File: src/rtl/hs_check_pkg.sv
// rtl/hs_check_pkg.sv - shared types and helpers for the valid/ready stability checker
package hs_check_pkg;

  typedef enum logic [0:0] {
    IDLE = 1'b0,
    PEND = 1'b1
  } hs_state_e;

  typedef enum logic [1:0] {
    ERR_NONE    = 2'd0,
    ERR_DROP    = 2'd1,
    ERR_DATA    = 2'd2,
    ERR_TIMEOUT = 2'd3
  } hs_err_kind_e;

  localparam int unsigned POP_MAX_W = 64;

  function automatic int unsigned popcount(input logic [POP_MAX_W-1:0] v);
    int unsigned n;
    n = 0;
    for (int i = 0; i < POP_MAX_W; i++) begin
      n += {31'b0, v[i]};
    end
    return n;
  endfunction

endpackage

File: src/rtl/hs_check_chan.sv
// rtl/hs_check_chan.sv - one channel's stall FSM and payload capture
// Optional stall timeout enabled by HS_CHECK_TIMEOUT_EN.
module hs_check_chan
  import hs_check_pkg::*;
#(
  parameter int DATA_W  = 32,
  parameter int TIMEOUT = 256
) (
  input  logic              clk,
  input  logic              aresetn,
  input  logic              check_en,
  input  logic              valid,
  input  logic              ready,
  input  logic [DATA_W-1:0] data,
  output logic              viol,
  output logic [1:0]        kind
);

  hs_state_e         state_q, state_d;
  logic [DATA_W-1:0] cap_q, cap_d;
  hs_err_kind_e      kind_e;
  logic              stall;

`ifdef HS_CHECK_TIMEOUT_EN
  localparam int TO_W = $clog2(TIMEOUT + 1);
  logic [TO_W-1:0] cnt_q, cnt_d, cnt_inc;
`else
  logic [31:0] timeout_unused;
  assign timeout_unused = 32'(TIMEOUT);
`endif

  assign stall = valid & ~ready;
  assign viol  = (kind_e != ERR_NONE);
  assign kind  = kind_e;

  always_comb begin
    state_d = state_q;
    cap_d   = cap_q;
    kind_e  = ERR_NONE;
`ifdef HS_CHECK_TIMEOUT_EN
    cnt_d   = '0;
    cnt_inc = cnt_q + 1'b1;
`endif
    if (!check_en) begin
      state_d = IDLE;
    end else if (state_q == IDLE) begin
      if (stall) begin
        state_d = PEND;
        cap_d   = data;
      end
    end else begin
      if (!valid) begin
        kind_e = ERR_DROP;
      end else if (data != cap_q) begin
        kind_e = ERR_DATA;
      end
`ifdef HS_CHECK_TIMEOUT_EN
      // Counter only runs on a clean stall; any DROP/DATA restarts it.
      if (stall && kind_e == ERR_NONE) begin
        if (cnt_inc == TO_W'(TIMEOUT)) begin
          kind_e = ERR_TIMEOUT;
        end else begin
          cnt_d = cnt_inc;
        end
      end
`endif
      // Recapture every stalled cycle so each payload change counts once.
      if (stall) begin
        state_d = PEND;
        cap_d   = data;
      end else begin
        state_d = IDLE;
      end
    end
  end

  always_ff @(posedge clk or negedge aresetn) begin
    if (!aresetn) begin
      state_q <= IDLE;
      cap_q   <= '0;
    end else begin
      state_q <= state_d;
      cap_q   <= cap_d;
    end
  end

`ifdef HS_CHECK_TIMEOUT_EN
  always_ff @(posedge clk or negedge aresetn) begin
    if (!aresetn) begin
      cnt_q <= '0;
    end else begin
      cnt_q <= cnt_d;
    end
  end
`endif

endmodule

File: config.mk
export PLATFORM = sky130hd
export DESIGN_NAME = hs_check_chan
export DESIGN_NICKNAME = d
export VERILOG_FILES = /design/src/rtl/hs_check_pkg.sv /design/src/rtl/hs_check_chan.sv
export SDC_FILE = /design/constraint.sdc
export NUM_CORES = 1
export LEC_CHECK = 0
export CAP_MARGIN = 20
export CORE_MARGIN = 4
export CORE_UTILIZATION = 48
export CTS_CLUSTER_DIAMETER = 150
export CTS_CLUSTER_SIZE = 14
export DETAILED_ROUTE_END_ITERATION = 12
export PLACE_DENSITY = 0.87
export SYNTH_ARGS = -nofsm -noshare
export SYNTH_HDL_FRONTEND = slang
export SYNTH_SLANG_ARGS = --single-unit
File: constraint.sdc
create_clock -name clk -period 1.8 [get_ports clk]
set_input_delay 0.54 -clock clk [delete_from_list [all_inputs] [get_ports clk]]
set_output_delay 0.54 -clock clk [all_outputs]
set_load 0.02 [all_outputs]
==> out/qor.yml, run 1 <==
run_status:
  status: "finished, violations left"
  violations: "negative setup slack"
final_layout:
  layout_common_cells: "nand2_1, dfrtp_1, xnor2_1"
  final_common_cell: "nand2_1"
  fin_nets: 267
  drive_gt1_share_pct: 12.6
  instances_no_fill: 275
  area_growth_pct: 33.0
  fill_cells: 266
  finish.instance_area_um2: 2140
  multiInputGateArea_um2: 793
  diodes: 0
  ff_latch_area_um2: 826
floorplan:
  coreArea_um2: 3130
  ioPinCount: 40
  start_util_pct: 51.4
  fp-row-count: 20
  die_area_um2: 4340
  die_w_um: 65.9
  die_h_um: 65.9
power_and_ir_drop:
  fin_total_pwr_mw: 1.73
  p_leak_nw: 1.06
  power.density_nw_per_um2: 806
  max-vdd-ir-drop_mv: 0.575
setup_path:
  crit_fanout: 2
  crit_chain: "dlygate4sd2_1 > xnor2_2 > nand4_1 > nor4_2 > a31oi_1 > buf_4"
  cp-endpoint: "viol"
  r2r_slack_ps: 1150
  reg2regPathDepth: 2
  critical_path_class: "input pin to primary output"
  r2r_start: "cap_q[20]"
  max_stage_delay_ps: 350
  crit_path_start_kind: "input pin"
  startpoint: "data[15]"
  reg2reg_to: "cap_q[20]"
  cp_slowest_cell: "nor4_2"
  crit_path_end_kind: "primary output"
  cp.arrival_ps: 1750
  required_ps: 1260
place:
  hpwl_um: 2490
  place.gp.congestion: 0.754
  placed_cell_area_um2: 2090
  port_buffers: 39
  dpl.cell_count: 267
drt:
  ant_nets: 0
  detail_route.first_pass.iterations: 4
  drc: 0
  vias: 1315
  wl_um: 3320
  route.detailed.wl_per_inst_um: 12.1
  vias_per_cell: 4.78
  drtIter0Drc: 51
grt:
  grt_max_degree: 34
  grt_pass1_wl_um: 5480
  overflow: 0
  antenna_found_initial: 0
  grt_pass1_vias: 1278
  grt_usage_pct: 16.8
timing:
  slew_violations: 0
  setup_viol: 2
  period_share_pct: 127
  hold_viol: 0
  clock.fmax_mhz: 437
  rsz0062_at_grt: "yes"
  whs_ps: 451
  worstMarginPinSlew_ps: 278
  slew_headroom_pct: 81.3
  period_needed_ps: 2290
  setup_ws_ps: -486
  finClkSkew_ps: 0
yosys:
  ys_warn_count: 0
  synthDistinctLibCells: 14
  synth_nets: 221
  syn_inst: 184
  synth_area_leaders: "dfrtp_1, nand2_1, xnor2_1, nand4_1, nor4_2"
  synth_area_um2: 1610
  synth_seq_cells: 33
  ys_seq_area_share_pct: 51.3
  synth_top_area_cell: "dfrtp_1"
  synth_top_area_share_pct: 51.3
  synth_area_per_cell_um2: 8.74
flow_run:
  cap_violations: 0
cts:
  post_cts.repair.setup_buffers: 0
  clkTransAtPathRegs_ps: 100
  clk_latency_ps: 320
  postCtsHoldBufs: 0
  ctsRootBufferMaster: "clkbuf_4"
  htree_levels: 2
  clockBufferDepth: 2
  clkSinkCount: 33
  cts_tree: "done"
  numCtsBuffers: 5
min_path:
  hold_path.class: "input pin to register"
## flip-flops by register name, indices dropped and copies added, names as in the netlist
name,count
cap_q,32
state_q,1
## per-layer routing
metal	track usage [%]	part of all wire [%]	up-vias
met4	7.51	2.1	0
met5	0	0	-
met2	29.8	52	29
met3	4.08	5.5	7
met1	18.7	41	608
li1	-	-	671
## cells by family after synthesis
group                     share of synthesized area, %
AOI/OAI and AO/OA                                0.700
and+or+nand+nor                                   28.3
buffers and inverters                             2.25
xor gates and xnor gates                          17.4
DFF                                               51.3
## timing repair
item,CTS,global route
pin swaps,19,11
gates resized for setup,63,11
endpoints found under the setup margin,3,2
## final cells by class
| type | count | share of cell area [%] |
|---|---|---|
| Clock inverter | 2 | 0.468 |
| Timing Repair Buffer | 45 | 19.2 |
| Multi-Input combinational cell | 144 | 37.1 |
| Clock buffer | 6 | 1.93 |
| Sequential cell | 33 | 38.6 |
| Inverter | 1 | 0.175 |
| Tap cell | 44 | 2.57 |
## synthesized netlist by cell type (all sizes together)
cell type and instances:
a21oi 1, a31oi 1, buf 4, clkbuf 2, dfrtp 33, inv 1
nand2 97, nand3 1, nand3b 1, nand4 8, nor2 1, nor4 2
xnor2 32
## per-stage QoR
stage	util (%)	setup TNS, ps	setup slack [ps]
after global routing	68.4	-1170	-602
after global placement	66.9	-2740	-1100
final	68.4	-951	-486
after detailed placement	66.9	-2830	-1130
after floorplan	-	-52.2	-45.8
after CTS	67.8	-954	-481
## how the worst min path moves through the flow
| stage | end | cells past startpoint | from |
|---|---|---|---|
| floorplan | cap_q[0] | 0 | aresetn |
| global placement | cap_q[31] | 2 | cap_q[31] |
| detailed placement | cap_q[5] | 2 | cap_q[5] |
| CTS | cap_q[24] | 3 | data[24] |
| global route | cap_q[21] | 3 | data[21] |
| finish | cap_q[21] | 3 | data[21] |
## where the power goes
| part | switching, mW | leakage [nW] | total, mW | internal [mW] |
|---|---|---|---|---|
| clock | 0.235 | 0.0320 | 0.383 | 0.149 |
| combinational | 0.180 | 0.620 | 0.400 | 0.220 |
| sequential | 0.0859 | 0.413 | 0.942 | 0.856 |
| total | 0.501 | 1.06 | 1.73 | 1.22 |
## critical path: cells and delay by family
kind	cells	cell delay [ps]
AOI/OAI and AO/OA	1	130
xor gates and xnor gates	1	180
buffers and inverters	2	440
and+or+nand+nor	2	470
No activity file was read; power rests on OpenSTA's default activity.
==> run 2: changes to the inputs <==
- CORE_UTILIZATION: 48 -> 52
- PLACE_DENSITY: 0.87 -> 0.93
- clock period: 1.8 -> 3 ns (I/O delays scaled with it)
==> out/qor.yml, run 2 (synthesized netlist as in run 1, its figures left out) <==
timing:
  setup_viol: 0  # was 2
  hold_viol: 0  # unchanged
  worstMarginPinSlew_ps: 536  # was 278 ps
  slew_headroom_pct: 64.2  # was 81.3%
  period_share_pct: 98.1
  slew_violations: 0  # unchanged
  clock.fmax_mhz: 340
  finClkSkew_ps: 0  # unchanged
  period_needed_ps: 2940
  setup_ws_ps: 58.3  # was -486 ps
  rsz0062_at_grt: "no"  # was yes
power_and_ir_drop:
  fin_total_pwr_mw: 1.02  # was 1.73 mW
  p_clk_share_pct: 23.2  # was 22.2%
  p_leak_nw: 1.02  # was 1.06 nW
  power.density_nw_per_um2: 519  # was 806 nW/um2
  seqPwrFrac_pct: 54.8  # was 54.6%
  p_int_mw: 0.720  # was 1.22 mW
  p_comb_share_pct: 22.0  # was 23.2%
  p_sw_share_pct: 29.8  # was 29.0%
  max-vdd-ir-drop_mv: 0.352  # was 0.575 mV
  net-switching-power_mw: 0.305  # was 0.501 mW
cts:
  cts_tree: "done"  # unchanged
  ctsRootBufferMaster: "clkbuf_4"  # unchanged
  clk_latency_ps: 330  # was 320 ps
  clkTransAtPathRegs_ps: 100  # about the same
  clkSinkCount: 33  # unchanged
  post_cts.repair.setup_buffers: 0  # unchanged
  clockBufferDepth: 2  # unchanged
  htree_levels: 2  # unchanged
  postCtsHoldBufs: 0  # unchanged
  numCtsBuffers: 5  # unchanged
min_path:
  min_from: "cap_q[13]"  # was data[21]
  hold_path.class: "register to register"  # was input pin to register
  hold_path_end: "cap_q[13]"  # was cap_q[21]
  hold_depth: 2  # was 3
final_layout:
  drive_gt1_share_pct: 17.2  # was 12.6%
  largestRegisters: "cap_q (32), state_q (1)"  # unchanged
  fin_nets: 263  # was 267
  fill_cells: 258  # was 266
  largest_reg_flops: 32  # unchanged
  area_growth_pct: 22.7  # was 33.0%
  utilization_pct: 69.2  # was 68.4%
  final_common_cell: "nand2_1"  # unchanged
  top_register: "cap_q"  # unchanged
  diodes: 0  # unchanged
  layout_common_cells: "nand2_1, dfrtp_1, xnor2_1"  # unchanged
setup_path:
  crit_path_start_kind: "input pin"  # unchanged
  crit_fanout: 2  # unchanged
  reg2regPathDepth: 2  # unchanged
  critical_path_class: "input pin to primary output"  # unchanged
  required_ps: 2100  # was 1260 ps
  r2r_slack_ps: 2350  # was 1150 ps
  crit_path_end_kind: "primary output"  # unchanged
  cp.arrival_ps: 2040  # was 1750 ps
  r2r_start: "cap_q[1]"  # was cap_q[20]
  reg2reg_to: "cap_q[1]"  # was cap_q[20]
floorplan:
  die_area_um2: 4050  # was 4340 um2
  coreArea_um2: 2850  # was 3130 um2
  ioPinCount: 40  # unchanged
  die_h_um: 63.6  # was 65.9 um
  die_w_um: 63.6  # was 65.9 um
  fp-row-count: 19  # was 20
  start_util_pct: 56.4  # was 51.4%
drt:
  vias_per_cell: 5.03  # was 4.78
  drc: 0  # unchanged
  route.detailed.wl_per_inst_um: 12.4  # was 12.1 um
  drtIter0Drc: 78  # was 51
  vias: 1299  # was 1315
  wl_um: 3210  # was 3320 um
  ant_nets: 0  # unchanged
  detail_route.first_pass.iterations: 4  # unchanged
grt:
  overflow: 0  # unchanged
  grt_pass1_wl_um: 5420  # was 5480 um
  grt_max_degree: 34  # unchanged
  grt_pass1_vias: 1257  # was 1278
  grt_usage_pct: 17.4  # was 16.8%
  antenna_found_initial: 0  # unchanged
place:
  port_buffers: 39  # unchanged
  place.gp.congestion: 0.705  # was 0.754
  hpwl_um: 2280  # was 2490 um
  post-place-ws_ps: -639  # was -1130 ps
run_status:
  status: "complete, no violations"  # was finished, violations left
flow_run:
  cap_violations: 0  # unchanged
-- run 2: area by class of cell --
type	count	area, um2	area share [%]
flip-flops and latches	33	826	41.8
clock buffers	6	41.3	2.09
inverters	1	3.75	0.190
repair buffers	41	275	13.9
clock inverters	2	10.0	0.507
multi-input cells	144	779	39.5
well taps	31	38.8	1.96
-- run 2: worst max path at each step --
stage          startpoint  slack [ps]  depth (start not counted)    to
5_1_grt          data[17]           3                          6  viol
3_3_place_gp     data[21]        -610                          6  viol
2_1_floorplan     data[8]         430                          4  viol
3_5_place_dp      data[5]        -640                          6  viol
4_1_cts          data[20]          -8                          6  viol
6_report         data[17]          60                          6  viol
-- run 2: power by group through the flow --
stage | sequential (mW) | clock (mW) | combinational, mW
after floorplan | 0.561 | 0 | 0.148
after detailed placement | 0.570 | 0 | 0.239
final | 0.562 | 0.238 | 0.225
after global placement | 0.565 | 0 | 0.232
after global routing | 0.571 | 0.263 | 0.255
after CTS | 0.562 | 0.243 | 0.230
-- run 2: layer usage --
| metal | vias up | global-route usage [%] | routed length [um] |
|---|---|---|---|
| met3 | 6 | 7.82 | 259 |
| met4 | 0 | 4.85 | 38 |
| met1 | 593 | 21.0 | 1360 |
| met2 | 39 | 28.2 | 1550 |
| li1 | 661 | - | - |
| met5 | - | 0 | 0 |
-- run 2: metrics by stage --
step / hold WS [ps] / setup TNS, ps / instance area, um2 / instances
2_1_floorplan: 467 / 0 / 1610 / 184
3_3_place_gp: 478 / -1280 / 2020 / 250
3_5_place_dp: 484 / -1340 / 2020 / 250
4_1_cts: 507 / -7.59 / 2040 / 258
5_1_grt: 535 / 0 / 1970 / 258
6_report: 504 / 0 / 1970 / 258
-- run 2: critical path: stages --
cell and delay [ps]:
buf_2 110, xnor2_1 160, nand4_1 200, nor4_4 380, a31oi_1 120, buf_4 170
-- run 2: what timing repair did --
action,CTS,global route
pin swaps,19,30
gates resized for setup,57,43
endpoints found under the setup margin,3,2
